[config.mk]
export PLATFORM = sky130hd
export DESIGN_NAME = lift_door_ctrl_flat
export DESIGN_NICKNAME = d
export VERILOG_FILES = /design/src/rtl/lift_pkg.sv /design/src/rtl/lift_door_ctrl_if.sv /design/src/rtl/lift_led_blinker.sv /design/src/rtl/lift_door_ctrl.sv /design/src/flat_wrapper.sv
export SDC_FILE = /design/constraint.sdc
export NUM_CORES = 1
export LEC_CHECK = 0
export CAP_MARGIN = 10
export CORE_MARGIN = 3
export CORE_UTILIZATION = 35
export CTS_BUF_LIST = sky130_fd_sc_hd__clkbuf_8
export DETAILED_ROUTE_END_ITERATION = 7
export PLACE_DENSITY = 0.56
export SYNTH_ARGS = -nofsm -noshare
export SYNTH_HDL_FRONTEND = slang
export SYNTH_SLANG_ARGS = --single-unit
export TNS_END_PERCENT = 30
[constraint.sdc]
create_clock -name clk -period 2.15 [get_ports clk]
set_input_delay 0.3225 -clock clk [delete_from_list [all_inputs] [get_ports clk]]
set_output_delay 0.3225 -clock clk [all_outputs]
set_load 0.02 [all_outputs]
[src/rtl/lift_pkg.sv]
// Shared types and helpers for the lift door sequencer.
package lift_pkg;

  typedef enum logic [1:0] {
    DOOR_IDLE,
    DOOR_OPENING,
    DOOR_OPEN,
    DOOR_CLOSING
  } door_state_e;

  // Widest LED bar floor_onehot can produce; callers truncate to their width.
  localparam int unsigned MaxFloors = 256;

  function automatic int unsigned max3(int unsigned a, int unsigned b, int unsigned c);
    int unsigned m;
    m = (a > b) ? a : b;
    return (m > c) ? m : c;
  endfunction

  // Bits needed to hold 0..max_val-1, never less than one.
  function automatic int unsigned cnt_width(int unsigned max_val);
    return (max_val > 1) ? $clog2(max_val) : 1;
  endfunction

  function automatic logic [MaxFloors-1:0] floor_onehot(int unsigned floor, int unsigned n);
    logic [MaxFloors-1:0] oh;
    oh = '0;
    for (int unsigned i = 0; i < MaxFloors; i++) begin
      oh[i] = (i == floor) && (i < n);
    end
    return oh;
  endfunction

endpackage

[src/rtl/lift_door_ctrl_if.sv]
// Scheduler/panel-facing signal bundle of the door sequencer.
// Optional obstruct input exists only when LIFT_DOOR_OBSTRUCT_EN is defined.
interface lift_door_ctrl_if #(
  parameter int unsigned NUM_FLOORS = 16,
  parameter int unsigned FLOOR_W    = 4
);
  logic                  open_req;
  logic                  close_req;
  logic                  hold_req;
  logic [FLOOR_W-1:0]    lift_num;
`ifdef LIFT_DOOR_OBSTRUCT_EN
  logic                  obstruct;
`endif
  logic [NUM_FLOORS-1:0] led;
  logic                  door_open;
  logic                  door_busy;
  logic                  closed_pls;
  logic                  bad_floor;

  modport master (
`ifdef LIFT_DOOR_OBSTRUCT_EN
    output obstruct,
`endif
    output open_req, close_req, hold_req, lift_num,
    input  led, door_open, door_busy, closed_pls, bad_floor
  );

  modport slave (
`ifdef LIFT_DOOR_OBSTRUCT_EN
    input  obstruct,
`endif
    input  open_req, close_req, hold_req, lift_num,
    output led, door_open, door_busy, closed_pls, bad_floor
  );
endinterface

[src/rtl/lift_led_blinker.sv]
// Free-running LED blink phase; restart forces the lit half and realigns the period.
module lift_led_blinker
  import lift_pkg::*;
#(
  parameter int unsigned BLINK_CYC = 25
) (
  input  logic clk,
  input  logic rst_n,
  input  logic restart,
  output logic blink
);
  localparam int unsigned CntW = cnt_width(BLINK_CYC);
  localparam logic [CntW-1:0] CntLast = CntW'(BLINK_CYC - 1);

  logic [CntW-1:0] cnt_q;
  logic            blink_q;

  always_ff @(posedge clk or negedge rst_n) begin
    if (!rst_n) begin
      cnt_q   <= '0;
      blink_q <= 1'b1;
    end else if (restart) begin
      cnt_q   <= '0;
      blink_q <= 1'b1;
    end else if (cnt_q == CntLast) begin
      cnt_q   <= '0;
      blink_q <= ~blink_q;
    end else begin
      cnt_q <= cnt_q + CntW'(1);
    end
  end

  assign blink = blink_q;
endmodule

[src/rtl/lift_door_ctrl.sv]
// Per-car door sequencer: IDLE/OPENING/OPEN/CLOSING under timers, one-hot floor LED bar.
// Define LIFT_DOOR_OBSTRUCT_EN to add the obstruct input (reopen / dwell hold).
module lift_door_ctrl
  import lift_pkg::*;
#(
  parameter int unsigned NUM_FLOORS = 16,
  parameter int unsigned FLOOR_W    = 4,
  parameter int unsigned MOVE_CYC   = 100,
  parameter int unsigned OPEN_CYC   = 500,
  parameter int unsigned BLINK_CYC  = 25
) (
  input logic             clk,
  input logic             rst_n,
  lift_door_ctrl_if.slave bus
);
  localparam int unsigned TimerW = cnt_width(max3(MOVE_CYC, OPEN_CYC, BLINK_CYC));
  localparam logic [TimerW-1:0] MoveLast = TimerW'(MOVE_CYC - 1);
  localparam logic [TimerW-1:0] OpenLast = TimerW'(OPEN_CYC - 1);

  door_state_e           state_q;
  logic [FLOOR_W-1:0]    floor_q;
  logic [TimerW-1:0]     timer_q;
  logic                  closed_evt_q;
  logic [NUM_FLOORS-1:0] led_q;
  logic                  door_open_q, door_busy_q, closed_pls_q, bad_floor_q;

  logic obstruct;
`ifdef LIFT_DOOR_OBSTRUCT_EN
  assign obstruct = bus.obstruct;
`else
  assign obstruct = 1'b0;
`endif

  logic floor_ok, start_ok, bad_req, reload, to_closing, reopen, restart, blink;
  logic [NUM_FLOORS-1:0] floor_oh, led_now;

  assign floor_ok   = 32'(bus.lift_num) < NUM_FLOORS;
  assign start_ok   = (state_q == DOOR_IDLE) && bus.open_req && floor_ok;
  assign bad_req    = (state_q == DOOR_IDLE) && bus.open_req && !floor_ok;
  // Hold (or obstruction) wins over close when both arrive together.
  assign reload     = bus.hold_req || obstruct;
  assign to_closing = (state_q == DOOR_OPEN) && !reload && (bus.close_req || timer_q == '0);
  assign reopen     = (state_q == DOOR_CLOSING) && (bus.open_req || bus.hold_req || obstruct);
  assign restart    = start_ok || to_closing || reopen;

  lift_led_blinker #(
    .BLINK_CYC(BLINK_CYC)
  ) u_blinker (
    .clk    (clk),
    .rst_n  (rst_n),
    .restart(restart),
    .blink  (blink)
  );

  assign floor_oh = NUM_FLOORS'(floor_onehot(32'(floor_q), NUM_FLOORS));

  always_comb begin
    led_now = '0;
    unique case (state_q)
      DOOR_IDLE:    led_now = '0;
      DOOR_OPEN:    led_now = floor_oh;
      default:      led_now = floor_oh & {NUM_FLOORS{blink}};
    endcase
  end

  always_ff @(posedge clk or negedge rst_n) begin
    if (!rst_n) begin
      state_q      <= DOOR_IDLE;
      floor_q      <= '0;
      timer_q      <= '0;
      closed_evt_q <= 1'b0;
      led_q        <= '0;
      door_open_q  <= 1'b0;
      door_busy_q  <= 1'b0;
      closed_pls_q <= 1'b0;
      bad_floor_q  <= 1'b0;
    end else begin
      led_q        <= led_now;
      door_open_q  <= (state_q == DOOR_OPEN);
      door_busy_q  <= (state_q != DOOR_IDLE);
      closed_pls_q <= closed_evt_q;
      bad_floor_q  <= bad_req;
      closed_evt_q <= 1'b0;
      unique case (state_q)
        DOOR_IDLE: begin
          if (start_ok) begin
            state_q <= DOOR_OPENING;
            floor_q <= bus.lift_num;
            timer_q <= MoveLast;
          end
        end
        DOOR_OPENING: begin
          if (timer_q == '0) begin
            state_q <= DOOR_OPEN;
            timer_q <= OpenLast;
          end else begin
            timer_q <= timer_q - TimerW'(1);
          end
        end
        DOOR_OPEN: begin
          if (reload) begin
            timer_q <= OpenLast;
          end else if (to_closing) begin
            state_q <= DOOR_CLOSING;
            timer_q <= MoveLast;
          end else begin
            timer_q <= timer_q - TimerW'(1);
          end
        end
        DOOR_CLOSING: begin
          if (reopen) begin
            // Reverse from the current leaf position rather than restarting the stroke.
            state_q <= DOOR_OPENING;
            timer_q <= MoveLast - timer_q;
          end else if (timer_q == '0) begin
            state_q      <= DOOR_IDLE;
            closed_evt_q <= 1'b1;
          end else begin
            timer_q <= timer_q - TimerW'(1);
          end
        end
        default: state_q <= DOOR_IDLE;
      endcase
    end
  end

  assign bus.led        = led_q;
  assign bus.door_open  = door_open_q;
  assign bus.door_busy  = door_busy_q;
  assign bus.closed_pls = closed_pls_q;
  assign bus.bad_floor  = bad_floor_q;
endmodule

[src/flat_wrapper.sv]
// flat-port wrapper written by rule: the top's interface ports become plain ports
module lift_door_ctrl_flat import lift_pkg::*;
#(
  parameter int unsigned NUM_FLOORS = 16,
  parameter int unsigned FLOOR_W    = 4,
  parameter int unsigned MOVE_CYC   = 100,
  parameter int unsigned OPEN_CYC   = 500,
  parameter int unsigned BLINK_CYC  = 25
)
  (clk, rst_n, bus_open_req, bus_close_req, bus_hold_req, bus_lift_num, bus_led, bus_door_open, bus_door_busy, bus_closed_pls, bus_bad_floor);
  lift_door_ctrl_if #(.NUM_FLOORS(NUM_FLOORS), .FLOOR_W(FLOOR_W)) bus_i ();
  input logic clk;
  input logic rst_n;
  input wire logic [$bits(bus_i.open_req)-1:0] bus_open_req;
  input wire logic [$bits(bus_i.close_req)-1:0] bus_close_req;
  input wire logic [$bits(bus_i.hold_req)-1:0] bus_hold_req;
  input wire logic [$bits(bus_i.lift_num)-1:0] bus_lift_num;
  output wire logic [$bits(bus_i.led)-1:0] bus_led;
  output wire logic [$bits(bus_i.door_open)-1:0] bus_door_open;
  output wire logic [$bits(bus_i.door_busy)-1:0] bus_door_busy;
  output wire logic [$bits(bus_i.closed_pls)-1:0] bus_closed_pls;
  output wire logic [$bits(bus_i.bad_floor)-1:0] bus_bad_floor;
  assign bus_i.open_req = bus_open_req;
  assign bus_i.close_req = bus_close_req;
  assign bus_i.hold_req = bus_hold_req;
  assign bus_i.lift_num = bus_lift_num;
  assign bus_led = bus_i.led;
  assign bus_door_open = bus_i.door_open;
  assign bus_door_busy = bus_i.door_busy;
  assign bus_closed_pls = bus_i.closed_pls;
  assign bus_bad_floor = bus_i.bad_floor;
  lift_door_ctrl #(.NUM_FLOORS(NUM_FLOORS), .FLOOR_W(FLOOR_W), .MOVE_CYC(MOVE_CYC), .OPEN_CYC(OPEN_CYC), .BLINK_CYC(BLINK_CYC)) u_core (.clk(clk), .rst_n(rst_n), .bus(bus_i));
endmodule
* After elaboration in Yosys (flattened, before gate mapping)
Cells that the tools add are included.
Word-level totals: register bits 41, bits in latches 0, bits in writable memories 0, ROM bits 0, input port bits 9, output and inout bits 20, word-level logic and storage cells 79, memories 0
Cells by class: add/subtract/negate cells 3, multiply operators 0, divide/modulo/power cells 0, $lt $le $gt $ge 0, eq/ne operators 25, shift operators 0, muxes and demuxes 22, bitwise operators 2, reductions and logical operators 17
Operators with widths (count):
- $mux W9 | 6
- $pmux W9 S4 | 1
- $eq A4 B4 Y1 const A | 8
- $pmux W16 S2 | 1
- $and A16 B16 Y16 | 1
- $eq A3 B4 Y1 const A | 4
- $mux W2 | 6
- $mux W5 | 2
- $logic_not A9 Y1 | 1
- $sub A7 B9 Y9 const A | 1
- $sub A9 B1 Y9 const B | 1
- $eq A2 B4 Y1 const A | 2
- $pmux W2 S4 | 1
- $ne A2 B1 Y1 const B | 3
- $add A5 B1 Y5 const B | 1
- $eq A5 B5 Y1 const B | 1
- $mux W1 | 5
- $reduce_and A5 Y1 | 1
- $eq A1 B4 Y1 const A | 1
- $eq A2 B2 Y1 const B | 2
- $logic_and A1 B1 Y1 | 4
- $logic_not A4 Y1 | 1
- $logic_or A1 B1 Y1 | 4
- $reduce_and A2 Y1 | 2
- 8 further kinds | 9

* Logic depth before layout (Yosys ltp)
word-level depth 6, gate-level depth with buffers 8, depth with buffers taken out 8

* Hierarchy
A second synthesis with hierarchy kept.
Second synthesis, totals: cells, all modules 231, area, all modules 2302.2 µm²
By module, submodules not included:
- lift_door_ctrl | times used 1, cells each 204, area each 1966.9 µm², sequential area each 875.8 µm²
- lift_led_blinker | times used 1, cells each 27, area each 335.3 µm², sequential area each 151.4 µm²

* Least setup slack after synthesis
OpenSTA, ideal clock, no wires.
kind reg2reg, from reg u_core.timer_q[5], to reg u_core.state_q[1], library setup time 0.125 ns, arrival time 1.699 ns, data required time 2.025 ns, path slack 0.326 ns, stages on the path, launching flop included 6, path buffers 1, period minus slack after synthesis 1.824 ns, cells stage by stage dfrtp_1 -> buf_6 -> or4_4 -> nor3_4 -> o211ai_2 -> mux2_4
On the way: longest elaborated chain between the ends 5, elaborated cells between the ends (all ways) 7, those cells by class eq/ne (3); reduce/logical (4)
Ends and longest elaborated chain:
- start, declared | line lift_door_ctrl.sv:22 | logic [TimerW-1:0] timer_q;
- start signal, assigned | line lift_door_ctrl.sv:89 | timer_q <= MoveLast;
- start signal, assigned | line lift_door_ctrl.sv:95 | timer_q <= OpenLast;
- start signal, assigned | line lift_door_ctrl.sv:97 | timer_q <= timer_q - TimerW'(1);
- $logic_not A9 Y1 * | line lift_door_ctrl.sv:42, lift_door_ctrl.sv:93, lift_door_ctrl.sv:115
- $logic_or A1 B1 Y1 | line lift_door_ctrl.sv:42 | assign to_closing = (state_q == DOOR_OPEN) && !reload && (bus.close_req || timer_q == '0);
- $logic_and A1 B1 Y1 | line lift_door_ctrl.sv:42
- $ne A2 B1 Y1 (no line)
- $reduce_and A5 Y1 (no line) *
- end signal, assigned | line lift_door_ctrl.sv:68 | state_q <= DOOR_IDLE;
- end signal, assigned | line lift_door_ctrl.sv:87 | state_q <= DOOR_OPENING;
- end signal, assigned | line lift_door_ctrl.sv:94 | state_q <= DOOR_OPEN;
- end, declared | line lift_door_ctrl.sv:20 | door_state_e state_q;
Every way passes the cells marked *; elsewhere a longest branch is shown, timed or not. A chain may end at the register's enable or synchronous reset.

* Final worst setup path
from reg u_core.timer_q[1], to reg u_core.timer_q[6]
On the way: longest elaborated chain between the ends 6, elaborated cells between the ends (all ways) 13, those cells by class add/sub (2); eq/ne (1); mux (6); reduce/logical (4)
Ends and longest elaborated chain:
- parallel branches: the longest is 6 deep, another holds $sub A9 B1 Y9
Several ways; the timed one is not identified. The select of a mux whose other input is x is not followed.

==> results_tabular.tex <==
\begin{tabular}{lr}
\hline
Metric & Value \\
\hline
\multicolumn{2}{l}{\textbf{Run status}} \\
Result of the run & complete, no violations \\
\multicolumn{2}{l}{\textbf{Drt}} \\
Detailed-route wire length & 5058 microns \\
Post-route ant nets & 0 \\
Wire length per cell after detailed routing & 14.96 microns \\
Detailed Route Iter0 Violations & between 70 and 80 \\
DRC Markers & 0 \\
Routed vias/inst & $\sim$5.4 \\
Vias & 1824 \\
Detailed-router iteration count before antenna repair & 4 \\
\multicolumn{2}{l}{\textbf{Logic synthesis}} \\
Seq/Total Area, Yosys & 47.87\% \\
Number of flops mapped to enable cells by yosys & 0 \\
Synth top area share & 46.65\% \\
Avg Inst Size Synth & 9.710 sq um \\
Cells after Synth & 221 \\
Cell area after synthesis & 2146 sq um \\
Predominant post-synthesis flop cell & sky130\_fd\_sc\_hd\_\_dfrtp\_1 \\
Most area-hungry cell type in the Yosys netlist & sky130\_fd\_sc\_hd\_\_dfrtp\_1 \\
Most numerous cell types in the synthesized netlist & 40 x sky130\_fd\_sc\_hd\_\_dfrtp\_1, 26 x sky130\_fd\_sc\_hd\_\_nor2\_1, 17 x sky130\_fd\_sc\_hd\_\_nand2\_1 \\
Library cell with the highest instance count after synthesis & sky130\_fd\_sc\_hd\_\_dfrtp\_1 \\
Yosys cell types & 53 \\
Proportion of synthesized flip-flops having asynchronous set or reset & 100.0\% \\
Ranking of synthesized cells by area & sky130\_fd\_sc\_hd\_\_dfrtp\_1 47\%, sky130\_fd\_sc\_hd\_\_ha\_1 5.2\%, sky130\_fd\_sc\_hd\_\_nor2\_1 4.5\% \\
Seq cells post-synth & 41 \\
Synthesized netlist net count & 239 \\
Yosys synthesis warning count & 0 \\
\multicolumn{2}{l}{\textbf{Cells and area}} \\
Footprint of the multi-input gates & 1013 sq um \\
Total of fill cells in the finished design & 555 \\
Diode insertion count for antenna repair & 0 \\
Layout overhead on the synthesized area & 24.78\% \\
Total Nets Final & 283 \\
Final cell count without fillers & 338 \\
Share of post-route cells with drive strength above 1 & 15.04\% \\
Area taken by flip-flops and latches & 1027 sq um \\
\multicolumn{2}{l}{\textbf{Setup path}} \\
Data arrival time at the worst-slack endpoint & 2.16 ns \\
Library cell contributing the largest single delay on the critical path & sky130\_fd\_sc\_hd\_\_dfrtp\_1 \\
Crit path largest cell delay & 0.42 ns \\
Delay-heaviest family, CP & simple AND/OR/NAND/NOR gates \\
Worst reg2reg setup slack & 0.17 ns \\
Sum of buffers and inverters on the critical path & 2 \\
Cell chain of the critical path & inv\_1, ha\_1, and3b\_1, nand3\_1, inv\_2, nor2\_1, o21ai\_1, o22a\_1 \\
CP Capture Type & flop \\
Worst setup SP type & flop \\
Largest fanout on the critical path & 5 \\
Crit Path Class & flop to flop \\
Critical path data required time & 2.33 ns \\
\multicolumn{2}{l}{\textbf{Die}} \\
Initial core utilization & around 38\% \\
Number of top-level pins & 29 \\
Die outline height & 84.30 microns \\
Die width & 84.30 microns \\
Die footprint & 7106 sq um \\
Floorplan Core Area & 5709 sq um \\
Core Rows & 27 \\
\multicolumn{2}{l}{\textbf{Pwr}} \\
Worst vdd ir & 812.7 uV \\
Ratio of total power to cell area & 1438 nW/um\^{}2 \\
Leakage & between 1 and 1.5 nW \\
\multicolumn{2}{l}{\textbf{STA}} \\
Setup repair after global routing missed its margin & false \\
Setup total negative slack & 0 ns \\
Clock Skew & between 0.006 and 0.007 ns \\
Fmax & 506.3 MHz \\
Worst max-slew margin expressed relative to the limit & roughly 65\% \\
Final worst-path cycle share & 91.86\% \\
Final Hold Fails & 0 \\
Transition time at the pin with the least slew margin & 0.5324 ns \\
Number of setup violations in the final report & 0 \\
Post-route minimum period & between 1.5 and 2 ns \\
Max Slew Vio Count & 0 \\
\multicolumn{2}{l}{\textbf{Global route}} \\
Number of antenna violations at the first check in global routing & 0 \\
Maximum number of pins on one net before global-route repair & 42 \\
Global route overflow & 0 \\
Via count of the first global-routing pass & 1802 \\
Overall fraction of global-route tracks in use & 15.36\% \\
Wire length of the first global-routing pass & 8742 microns \\
\multicolumn{2}{l}{\textbf{Placed design}} \\
Placed Instances & 330 \\
Placer Congestion & 0.9493 \\
Number of I/O port buffers & 27 \\
Detail Placement HPWL & 3708 microns \\
\multicolumn{2}{l}{\textbf{Clock network}} \\
Number of buffers inserted by post-CTS setup repair & 0 \\
TritonCTS clock tree & done \\
Num CTS Buffers & 5 \\
Clock tree root driver cell & sky130\_fd\_sc\_hd\_\_clkbuf\_8 \\
Clock latency of the later-clocked register in the worst-skew pair & 0.29 ns \\
CTS sink count & 41 \\
CTS H-tree depth & 2 \\
Resized Gates After CTS & 0 \\
Number of buffers inserted by hold repair at cts & 0 \\
Buffer depth of the longest clock path & 2 \\
Clock Pin Slew Worst Setup and Hold Paths & about 0.08 ns \\
\multicolumn{2}{l}{\textbf{Worst hold path}} \\
Worst hold-check path type & primary input to async pin \\
\multicolumn{2}{l}{\textbf{Run}} \\
Max-cap violations & 0 \\
\hline
\end{tabular}
[layer usage]
metal	global-route usage (%)	part of all wire, %	vias to the layer above
met4	8.041	1.5	0
met5	0	0	-
met3	3.140	5.7	7
met2	23.39	47	59
met1	20.54	46	900
li1	-	-	858
[report_power, final]
| part | leakage, nW | switching [mW] | internal, mW |
|---|---|---|---|
| sequential | 0.530 | 0.220 | 1.03 |
| clock | 0.0486 | 0.264 | 0.256 |
| combinational | 0.618 | 1.16 | 0.929 |
| total | 1.20 | 1.64 | 2.21 |
[state kept, by name, indices dropped and copies added, names as in the netlist]
register,flops
u_core.u_blinker.blink,1
u_core.bus.door_open,1
u_core.floor_q,4
u_core.bus.closed_pls,1
u_core.timer_q,9
u_core.bus.door_busy,1
u_core.u_blinker.cnt_q,5
u_core.closed_evt_q,1
u_core.state_q,2
u_core.bus.led,16
[cells in the final DEF (no fill, tap or decap), types with 5 or more instances in the layout]
master and instances:
sky130_fd_sc_hd__clkbuf_8 6, sky130_fd_sc_hd__ha_1 9, sky130_fd_sc_hd__nand2_1 17, sky130_fd_sc_hd__inv_1 14, sky130_fd_sc_hd__xnor2_1 6, sky130_fd_sc_hd__o21ai_0 8
sky130_fd_sc_hd__dfrtp_1 40, sky130_fd_sc_hd__o21ai_1 8, sky130_fd_sc_hd__buf_4 18, sky130_fd_sc_hd__clkdlybuf4s50_1 26, sky130_fd_sc_hd__nor3_1 10, sky130_fd_sc_hd__a21oi_1 9
sky130_fd_sc_hd__nand3_1 9, sky130_fd_sc_hd__nor2_1 26, sky130_fd_sc_hd__a31oi_1 5
[through the flow]
stage	total power, mW	utilization (%)	hold slack [ns]	area, sq um	worst slack [ns]
after CTS	3.854	46.90	0.1104	2678	0.2226
after global placement	3.323	45.26	0.3997	2584	0.2099
final	3.850	46.90	0.08542	2678	0.1749
after floorplan	2.629	-	0.02691	2146	0.3263
after detailed placement	3.320	45.26	0.4042	2584	0.1530
after global routing	4.165	46.90	0.1331	2678	0.01233
[logic make-up (layout without fill, tap and decap cells)]
family	Yosys count	count (layout)	share of synthesized area, %
simple gates	83	83	19.65
compound gates	49	49	14.81
flops	41	41	47.87
buf+inv	22	67	4.897
xor+xnor	10	10	4.081
fa+ha+maj	9	9	5.248
mux	6	6	3.265
other cells	1	1	0.1748
[final cells by class]
class | count | area share, %
clock inverter | 2 | 0.4206
inverter | 14 | 1.963
sequential | 41 | 38.36
tap | 72 | 3.364
multi-input combinational | 158 | 37.85
timing repair buffer | 45 | 14.95
clock buffer | 6 | 3.084
[worst paths after layout]
path	startpoint	endpoint	depth (start not counted)
setup / recovery	u_core.timer_q[1]	u_core.timer_q[6]	8
hold / removal	rst_n	u_core.bus.led[15]	2
setup reg to reg	u_core.timer_q[1]	u_core.timer_q[6]	8
hold reg to reg	u_core.closed_evt_q	u_core.bus.closed_pls	0
max in group asynchronous	rst_n	u_core.u_blinker.blink	2
min in group clk	u_core.closed_evt_q	u_core.bus.closed_pls	0
Power figures use the tool's default switching activity.
